<file path="config.mk">
export PLATFORM = sky130hd
export DESIGN_NAME = mult_div_unit_flat
export DESIGN_NICKNAME = d
export VERILOG_FILES = /design/src/rtl/mult_div_pkg.sv /design/src/rtl/mult_div_if.sv /design/src/rtl/mult_div_unit_div_restore_step.sv /design/src/rtl/mult_div_unit.sv /design/src/flat_wrapper.sv
export SDC_FILE = /design/constraint.sdc
export NUM_CORES = 1
export LEC_CHECK = 0
export BUFFER_PORTS_ARGS = -buffer_cell sky130_fd_sc_hd__buf_2
export CAP_MARGIN = 5
export CORE_UTILIZATION = 60
export CTS_CLUSTER_DIAMETER = 150
export DETAILED_ROUTE_END_ITERATION = 10
export PLACE_DENSITY = 0.85
export SLEW_MARGIN = 5
export SYNTH_ARGS = -nofsm -noshare
export SYNTH_HDL_FRONTEND = slang
export SYNTH_SLANG_ARGS = --single-unit
</file>
<file path="constraint.sdc">
create_clock -name clk -period 5.8 [get_ports clk]
set_input_delay 0.58 -clock clk [delete_from_list [all_inputs] [get_ports clk]]
set_output_delay 0.58 -clock clk [all_outputs]
set_load 0.02 [all_outputs]
</file>
<file path="src/rtl/mult_div_pkg.sv">
// Shared definitions for the iterative multiply/divide unit:
// FSM state encoding, operation select codes and the default operand width.
package mult_div_pkg;

   localparam int WIDTH_DEF = 32;

   localparam logic OP_MULT = 1'b0;
   localparam logic OP_DIV  = 1'b1;

   typedef enum logic [2:0] {
      IDLE = 3'd0,
      MRUN = 3'd1,
      DRUN = 3'd2,
      FIX  = 3'd3,
      DONE = 3'd4
   } state_t;

endpackage

</file>
<file path="src/rtl/mult_div_if.sv">
// Request/response bundle between the control unit (master) and the
// multiply/divide unit (slave).
interface mult_div_if #(parameter int WIDTH = 32);

   logic             start;
   logic             op_div;
   logic [WIDTH-1:0] a_in;
   logic [WIDTH-1:0] b_in;
   logic [WIDTH-1:0] hi;
   logic [WIDTH-1:0] lo;
   logic             busy;
   logic             done;
   logic             div0;

   modport master (
      output start, op_div, a_in, b_in,
      input  hi, lo, busy, done, div0
   );

   modport slave (
      input  start, op_div, a_in, b_in,
      output hi, lo, busy, done, div0
   );

endinterface

</file>
<file path="src/rtl/mult_div_unit_div_restore_step.sv">
// One restoring-division iteration on unsigned magnitudes: shift {rem,quot}
// left, trial-subtract the divisor, keep the difference when it is non-negative.
module div_restore_step #(
   parameter int WIDTH = 32
) (
   input  logic [WIDTH-1:0] i_rem,
   input  logic [WIDTH-1:0] i_quot,
   input  logic [WIDTH-1:0] i_divisor,
   output logic [WIDTH-1:0] o_rem,
   output logic [WIDTH-1:0] o_quot
);

   logic [WIDTH:0]   w_shifted;
   logic [WIDTH:0]   w_trial;

   // Extra top bit keeps the borrow so the sign of the trial is visible.
   assign w_shifted = {i_rem, i_quot[WIDTH-1]};
   assign w_trial   = w_shifted - {1'b0, i_divisor};

   always_comb begin
      o_quot = {i_quot[WIDTH-2:0], 1'b0};
      o_rem  = w_shifted[WIDTH-1:0];
      if (!w_trial[WIDTH]) begin
         o_quot = {i_quot[WIDTH-2:0], 1'b1};
         o_rem  = w_trial[WIDTH-1:0];
      end
   end

endmodule

</file>
<file path="src/rtl/mult_div_unit.sv">
// Iterative signed MULT (radix-2 Booth) / DIV (sign-magnitude restoring) unit
// holding the HI/LO registers read by MFHI/MFLO.
module mult_div_unit
   import mult_div_pkg::*;
#(
   parameter int WIDTH = WIDTH_DEF,
   parameter int CNT_W = 6
) (
   input  logic        clk,
   input  logic        reset_in,
   mult_div_if.slave   bus
);

   state_t             r_state;
   logic [CNT_W-1:0]   r_count;
   logic               r_op;
   logic               r_sign_a;
   logic               r_sign_b;
   logic [2*WIDTH:0]   r_prod;
   logic [WIDTH-1:0]   r_mcand;
   logic [WIDTH-1:0]   r_rem;
   logic [WIDTH-1:0]   r_quot;
   logic [WIDTH-1:0]   r_divisor;
   logic [WIDTH-1:0]   r_hi;
   logic [WIDTH-1:0]   r_lo;
   logic               r_busy;
   logic               r_done;
   logic               r_div0;

   logic [WIDTH:0]     w_upper_ext;
   logic [WIDTH:0]     w_mcand_ext;
   logic [WIDTH:0]     w_booth_sum;
   logic [2*WIDTH:0]   w_prod_next;
   logic [WIDTH-1:0]   w_abs_a;
   logic [WIDTH-1:0]   w_abs_b;
   logic [WIDTH-1:0]   w_rem_next;
   logic [WIDTH-1:0]   w_quot_next;
   logic               w_last;

   // Upper half is widened by one bit so -2^(W-1) as multiplicand cannot
   // overflow the accumulator before the arithmetic shift.
   assign w_upper_ext = {r_prod[2*WIDTH], r_prod[2*WIDTH:WIDTH+1]};
   assign w_mcand_ext = {r_mcand[WIDTH-1], r_mcand};

   always_comb begin
      w_booth_sum = w_upper_ext;
      case (r_prod[1:0])
         2'b01:   w_booth_sum = w_upper_ext + w_mcand_ext;
         2'b10:   w_booth_sum = w_upper_ext - w_mcand_ext;
         default: w_booth_sum = w_upper_ext;
      endcase
   end

   assign w_prod_next = {w_booth_sum, r_prod[WIDTH:1]};
   assign w_abs_a     = bus.a_in[WIDTH-1] ? (~bus.a_in + 1'b1) : bus.a_in;
   assign w_abs_b     = bus.b_in[WIDTH-1] ? (~bus.b_in + 1'b1) : bus.b_in;
   assign w_last      = (r_count == CNT_W'(WIDTH-1));

   div_restore_step #(.WIDTH(WIDTH)) u_div_step (
      .i_rem     (r_rem),
      .i_quot    (r_quot),
      .i_divisor (r_divisor),
      .o_rem     (w_rem_next),
      .o_quot    (w_quot_next)
   );

   always_ff @(posedge clk or negedge reset_in) begin
      if (!reset_in) begin
         r_state   <= IDLE;
         r_count   <= '0;
         r_op      <= OP_MULT;
         r_sign_a  <= 1'b0;
         r_sign_b  <= 1'b0;
         r_prod    <= '0;
         r_mcand   <= '0;
         r_rem     <= '0;
         r_quot    <= '0;
         r_divisor <= '0;
         r_hi      <= '0;
         r_lo      <= '0;
         r_busy    <= 1'b0;
         r_done    <= 1'b0;
         r_div0    <= 1'b0;
      end else begin
         r_done <= 1'b0;
         r_div0 <= 1'b0;
         case (r_state)
            IDLE: begin
               if (bus.start) begin
                  r_busy   <= 1'b1;
                  r_count  <= '0;
                  r_op     <= bus.op_div;
                  r_sign_a <= bus.a_in[WIDTH-1];
                  r_sign_b <= bus.b_in[WIDTH-1];
                  if (bus.op_div == OP_MULT) begin
                     r_mcand <= bus.a_in;
                     r_prod  <= {{WIDTH{1'b0}}, bus.b_in, 1'b0};
                     r_state <= MRUN;
                  end else if (bus.b_in == '0) begin
                     r_done  <= 1'b1;
                     r_div0  <= 1'b1;
                     r_state <= DONE;
                  end else begin
                     r_rem     <= '0;
                     r_quot    <= w_abs_a;
                     r_divisor <= w_abs_b;
                     r_state   <= DRUN;
                  end
               end
            end
            MRUN: begin
               r_prod  <= w_prod_next;
               r_count <= r_count + 1'b1;
               if (w_last) r_state <= FIX;
            end
            DRUN: begin
               r_rem   <= w_rem_next;
               r_quot  <= w_quot_next;
               r_count <= r_count + 1'b1;
               if (w_last) r_state <= FIX;
            end
            FIX: begin
               if (r_op == OP_DIV) begin
                  r_lo <= (r_sign_a ^ r_sign_b) ? (~r_quot + 1'b1) : r_quot;
                  r_hi <= r_sign_a ? (~r_rem + 1'b1) : r_rem;
               end else begin
                  r_hi <= r_prod[2*WIDTH:WIDTH+1];
                  r_lo <= r_prod[WIDTH:1];
               end
               r_done  <= 1'b1;
               r_state <= DONE;
            end
            DONE: begin
               r_busy  <= 1'b0;
               r_state <= IDLE;
            end
            default: begin
               r_busy  <= 1'b0;
               r_state <= IDLE;
            end
         endcase
      end
   end

   assign bus.hi   = r_hi;
   assign bus.lo   = r_lo;
   assign bus.busy = r_busy;
   assign bus.done = r_done;
   assign bus.div0 = r_div0;

endmodule

</file>
<file path="src/flat_wrapper.sv">
// flat-port wrapper written by rule: the top's interface ports become plain ports
module mult_div_unit_flat import mult_div_pkg::*;
#(
   parameter int WIDTH = WIDTH_DEF,
   parameter int CNT_W = 6
)
  (clk, reset_in, bus_start, bus_op_div, bus_a_in, bus_b_in, bus_hi, bus_lo, bus_busy, bus_done, bus_div0);
  mult_div_if #(.WIDTH(WIDTH)) bus_i ();
  input  logic clk;
  input  logic reset_in;
  input wire logic [$bits(bus_i.start)-1:0] bus_start;
  input wire logic [$bits(bus_i.op_div)-1:0] bus_op_div;
  input wire logic [$bits(bus_i.a_in)-1:0] bus_a_in;
  input wire logic [$bits(bus_i.b_in)-1:0] bus_b_in;
  output wire logic [$bits(bus_i.hi)-1:0] bus_hi;
  output wire logic [$bits(bus_i.lo)-1:0] bus_lo;
  output wire logic [$bits(bus_i.busy)-1:0] bus_busy;
  output wire logic [$bits(bus_i.done)-1:0] bus_done;
  output wire logic [$bits(bus_i.div0)-1:0] bus_div0;
  assign bus_i.start = bus_start;
  assign bus_i.op_div = bus_op_div;
  assign bus_i.a_in = bus_a_in;
  assign bus_i.b_in = bus_b_in;
  assign bus_hi = bus_i.hi;
  assign bus_lo = bus_i.lo;
  assign bus_busy = bus_i.busy;
  assign bus_done = bus_i.done;
  assign bus_div0 = bus_i.div0;
  mult_div_unit #(.WIDTH(WIDTH), .CNT_W(CNT_W)) u_core (.clk(clk), .reset_in(reset_in), .bus(bus_i));
endmodule
</file>
# --- Yosys cells after proc, flatten, opt, wreduce, memory -nomap -nowiden ---
# Index checks and enable logic that the tools add are counted.
word_totals:
  reg_bits: 272
  latchBits: 0
  ram_bits: 0
  romBits: 0
  input_bits: 68
  output_inout_bits: 67
  mem_count: 0
op_classes:
  add_sub_neg: 8
  mul: 0
  div: 0
  magnitude_cmp: 0
  n_eq_ne: 12
  shift: 0
  mux: 34
  n_bitwise: 8
  n_reduce_logical: 16
ops:
  columns: ["op", "count"]
  rows:
  - ["$mux 32", 13]
  - ["$mux 65", 2]
  - ["$pmux 65 s2", 1]
  - ["$add 32x1->32 const B", 4]
  - ["$not 32->32", 4]
  - ["$pmux 32 s2", 2]
  - ["$pmux 33 s2", 1]
  - ["$add 32x32->33", 1]
  - ["$sub 32x32->33", 1]
  - ["$sub 33x32->33", 1]
  - ["$logic_not 32->1", 1]
  - ["$mux 3", 4]
  - ["$pmux 6 s2", 1]
  - ["$reduce_and 4->1", 3]
  - ["$pmux 3 s3", 1]
  - ["$ne 2x2->1 const B", 4]
  - ["$reduce_and 2->1", 4]
  - ["$add 6x1->6 const B", 1]
  - ["$eq 3x2->1 const B", 2]
  - ["$eq 6x5->1 const B", 1]
  - ["$mux 1", 6]
  - ["$mux 6", 1]
  - ["$reduce_and 3->1", 2]
  - ["$reduce_bool 2->1", 3]
  - ["11 further kinds", 14]

# --- Logic depth before layout (Yosys ltp) ---
logic_depth:
  ltp_word: 7
  depth_mapped: 21

# --- Modules after synthesis ---
# A second synthesis with hierarchy kept.
unflattened:
  cells_unflattened: 2199
  area_unflattened_um2: 18849.3
by_module_without_submodules:
  columns: ["module", "instances", "cells_per_inst", "area_each_um2", "seq_area_each_um2"]
  rows:
  - ["mult_div_unit", 1, 1860, 16310.6, 6806.5]
  - ["div_restore_step", 1, 339, 2538.7, 0.0]

# --- Worst setup path before layout ---
# No wires, ideal clock.
synth_timing:
  path_type: "flip-flop to flip-flop"
  startpoint: "register u_core.r_mcand[9]"
  endpoint: "register u_core.r_prod[62]"
  setup_ns: 0.130
  arrival_time_ns: 3.930
  required_ns: 5.670
  path_slack_ns: 1.740
  path_stages_with_launch: 17
  period_less_slack_ns: 4.060
  path_cell_list: "dfrtp_1 or4_1 nor3_1 nand2_1 nor3b_1 nor2_1 xnor2_1 ha_1 clkbuf_1 a21o_1 a221o_1 a31oi_1 o21ai_0 a311o_1 a221oi_1 xor2_1 o21ai_0"
synth_via:
  elab_chain_cells: 3
synth_lines:
  columns: ["item", "line_no", "text"]
  rows:
  - ["from (decl)", "mult_div_unit.sv:20", "logic [WIDTH-1:0] r_mcand;"]
  - ["from (signal assigned)", "mult_div_unit.sv:96", "r_mcand <= bus.a_in;"]
  - ["$sub 32x32->33 or $add 32x32->33 (tied branches)", "mult_div_unit.sv:49, mult_div_unit.sv:48", null]
  - ["$pmux 33 s2 *", "mult_div_unit.sv:47", "case (r_prod[1:0])"]
  - ["$pmux 65 s2 *", "mult_div_unit.sv:87", "case (r_state)"]
  - ["to (signal assigned)", "mult_div_unit.sv:97", "r_prod <= {{WIDTH{1'b0}}, bus.b_in, 1'b0};"]
  - ["to (signal assigned)", "mult_div_unit.sv:112", "r_prod <= w_prod_next;"]
  - ["to (decl)", "mult_div_unit.sv:19", "logic [2*WIDTH:0] r_prod;"]
# Every way passes the cells marked *; elsewhere a longest branch is shown, timed or not.
# A chain may end at the register's enable or synchronous reset.

# --- Final worst setup path ---
layout_timing:
  startpoint: "register u_core.r_mcand[2]"
  endpoint: "register u_core.r_prod[62]"
# Same word-level chain as after synthesis.

==> impl_metrics.toml <==
[clocking]
clkSinkCount = 272
cts_tree = "done"
cts_buffer_depth = 3
cts_root_buffer = "clkbuf_16"
post-cts-setup-buffers = 0
cts_inserted_buffers = 31
ctsHoldBuffers = 0
cts_resized = 0
clkSlewWorstSetupHoldPaths_ps = 60
htree_levels = 1
insertion_delay_ps = 560

[timing]
rsz0062_at_grt = "no"
hold_viol = 0
finClkSkew_ps = 11.3
maxSlewViolCount = 0
tightestPinTransition_ps = 1140
setup_tns_ps = 0
layout_setup_ws_ps = 944
hold_slack_ps = 53.8
finalSetupViolCount = 0
max-slew-margin-rel = 0.243
layout_worst_path_cycle_share = 0.837
min_period_ps = 4860
fmax_mhz = 206

[yosys]
synth_cells = 2157
ys_seq_elements = 272
synth_flop_cell = "dfrtp_1"
synth_fp_nets = 2299
async_reset_ff_frac = 1.00
syn_area_um2 = 18100
synth_edf_count = 0
ys_seq_area_frac = 0.375
ys_types = 75
syn_avg_cell_area_um2 = 8.41
yosys_warnings = 0

[grt]
antenna_found_initial = 0
grt_max_degree = 158
globalRouteOverflowTotal = 0
use_met1 = 0.468
met3_usage = 0.0524
grt_util_met2 = 0.567
grt_pass1_vias = 15900
grt_pass1_wl_um = 85700
grt_use_total = 0.348
top_usage_layer = "met2"

[detailed_routing]
routed_wl_um = 53800
vias = 16700
first_iter_violations = 1536
ant_nets = 0
avgRoutedWirePerCell_um = 20.4
first_pass_iters = 7
viasPerCell = 6.34
drc = 0

[flow_run]
maxCapViolations = 0

[finish]
layout_common_cells = "nand2_1 (273), dfrtp_1 (272), o21ai_0 (264)"
nNetsFinal = 2362
antenna_cells = 0
final_common_cell = "nand2_1"
fin_cells = 2633
synthToLayoutAreaGrowth_pct = 10.7
drive_above_1_share = 0.115

[floorplan]
start_util = 0.611
ios = 135
die-area_um2 = 30900
core_um2 = 29700
fp.dieH_um = 176
rows = 63
die_x_um = 176

[critical_path]
endpoint = "u_core.r_prod[62]"
r2r.worst_path.cells = 15
cp-end-kind = "register"
path_class = "reg2reg"
crit_start = "u_core.r_mcand[2]"
crit_path_start_kind = "register"
worstPathMaxFanout = 5
regToRegSetupSlack_ps = 940
r2r_start = "u_core.r_mcand[2]"
crit_arrival_ps = 5270
r2r_end = "u_core.r_prod[62]"
cp.required_ps = 6220

[placed_design]
dpl_worst_slack_ps = 1130
place_congestion = 0.985
io_buffers = 134
dpl.cell_count = 2577
dp_hpwl_um = 38800

[status]
status = "complete, no violations"

[worst_hold_path]
hp-class = "in2async"
-- cell families (layout without fill, tap and decap cells) --
logic type / after synthesis / after routing / share of synthesized area
compound gates: 674 / 674 / 0.217
simple gates: 647 / 647 / 0.163
flops: 272 / 272 / 0.375
xor+xnor: 199 / 199 / 0.0960
buf+inv: 194 / 280 / 0.0425
mux: 97 / 97 / 0.0554
fa+ha+maj: 74 / 74 / 0.0518
-- worst max-delay path: stages (launching register included) --
cell       delay [ps]
dfrtp_1           420
nor3_1            260
nand2b_1          120
nor4_1            470
nor2_1            120
xnor2_1           210
ha_1              320
a2111oi_0         640
a21oi_1           240
a31o_2            350
a31oi_1           360
o21ai_0           230
a311o_1           410
a221oi_1          300
xor2_1            170
o21ai_0           110
-- flip-flops by register name, summed over array words and instances (netlist names), 6 cells and up --
signal            count
u_core.r_divisor     32
u_core.r_quot        32
u_core.r_mcand       32
u_core.r_count        6
u_core.r_prod        65
u_core.bus.hi        32
u_core.r_rem         32
u_core.bus.lo        32
-- per-layer routing --
metal  vias up  routed length, um
met5         -                  0
met4         0               2120
met3       157               4020
met2       723              25000
met1      8037              22700
li1       7781                  -
-- cell usage after synthesis (7+ instances only) --
| cell | count | share of area |
|---|---|---|
| nor3_1 | 30 | 0.0083 |
| or2_2 | 8 | 0.0028 |
| o211ai_1 | 8 | 0.0033 |
| nor3b_1 | 8 | 0.0033 |
| nand2_1 | 273 | 0.056 |
| or4_1 | 15 | 0.0062 |
| a21o_1 | 31 | 0.013 |
| nor4_1 | 16 | 0.0055 |
| o21a_1 | 7 | 0.0029 |
| dfrtp_1 | 272 | 0.38 |
| a21oi_1 | 185 | 0.051 |
| o31ai_1 | 32 | 0.013 |
| buf_1 | 13 | 0.0027 |
| mux2_2 | 28 | 0.017 |
| o21ai_0 | 264 | 0.073 |
| o22ai_1 | 22 | 0.0076 |
| o21ai_1 | 23 | 0.0063 |
| ha_1 | 72 | 0.050 |
| buf_2 | 13 | 0.0036 |
| and3_1 | 8 | 0.0028 |
| xnor2_1 | 114 | 0.055 |
| a32oi_1 | 12 | 0.0058 |
| nand2b_1 | 14 | 0.0048 |
| mux2i_1 | 69 | 0.038 |
| clkbuf_1 | 90 | 0.019 |
| a31oi_1 | 18 | 0.0062 |
| inv_1 | 72 | 0.015 |
| or3_1 | 20 | 0.0069 |
| and2_1 | 8 | 0.0028 |
| xor2_1 | 85 | 0.041 |
| o41ai_1 | 20 | 0.0097 |
| nand3_1 | 52 | 0.014 |
| nor2b_1 | 10 | 0.0034 |
| nor2_1 | 161 | 0.033 |
-- how the worst min path moves through the flow --
| stage | cells after the start | slack [ps] | to | startpoint |
|---|---|---|---|---|
| after floorplan | 0 | 280 | u_core.bus.busy | reset_in |
| after global placement | 2 | 460 | u_core.bus.lo[13] | u_core.bus.lo[13] |
| after detailed placement | 2 | 460 | u_core.bus.lo[8] | u_core.bus.lo[8] |
| after CTS | 1 | 110 | u_core.bus.lo[17] | reset_in |
| after global routing | 1 | 130 | u_core.bus.lo[17] | reset_in |
| final | 1 | 50 | u_core.bus.lo[17] | reset_in |
-- stage by stage --
| step | area (um^2) | utilization |
|---|---|---|
| floorplan | 18100 | - |
| global placement | 19000 | 0.639 |
| detailed placement | 19000 | 0.639 |
| CTS | 20100 | 0.676 |
| global route | 20100 | 0.676 |
| finish | 20100 | 0.676 |
-- cell type report --
class / instances / area, um^2
clock inverter: 15 / 213
clock buffer: 41 / 893
inverter: 73 / 274
timing repair buffer: 151 / 821
sequential: 272 / 6810
fill: 2398 / 9630
tap: 390 / 488
multi-input combinational: 1691 / 10600
Power is left out: the tool's default activity adds up to more than one toggle a clock period on the data nets, which glitch-free logic cannot reach.
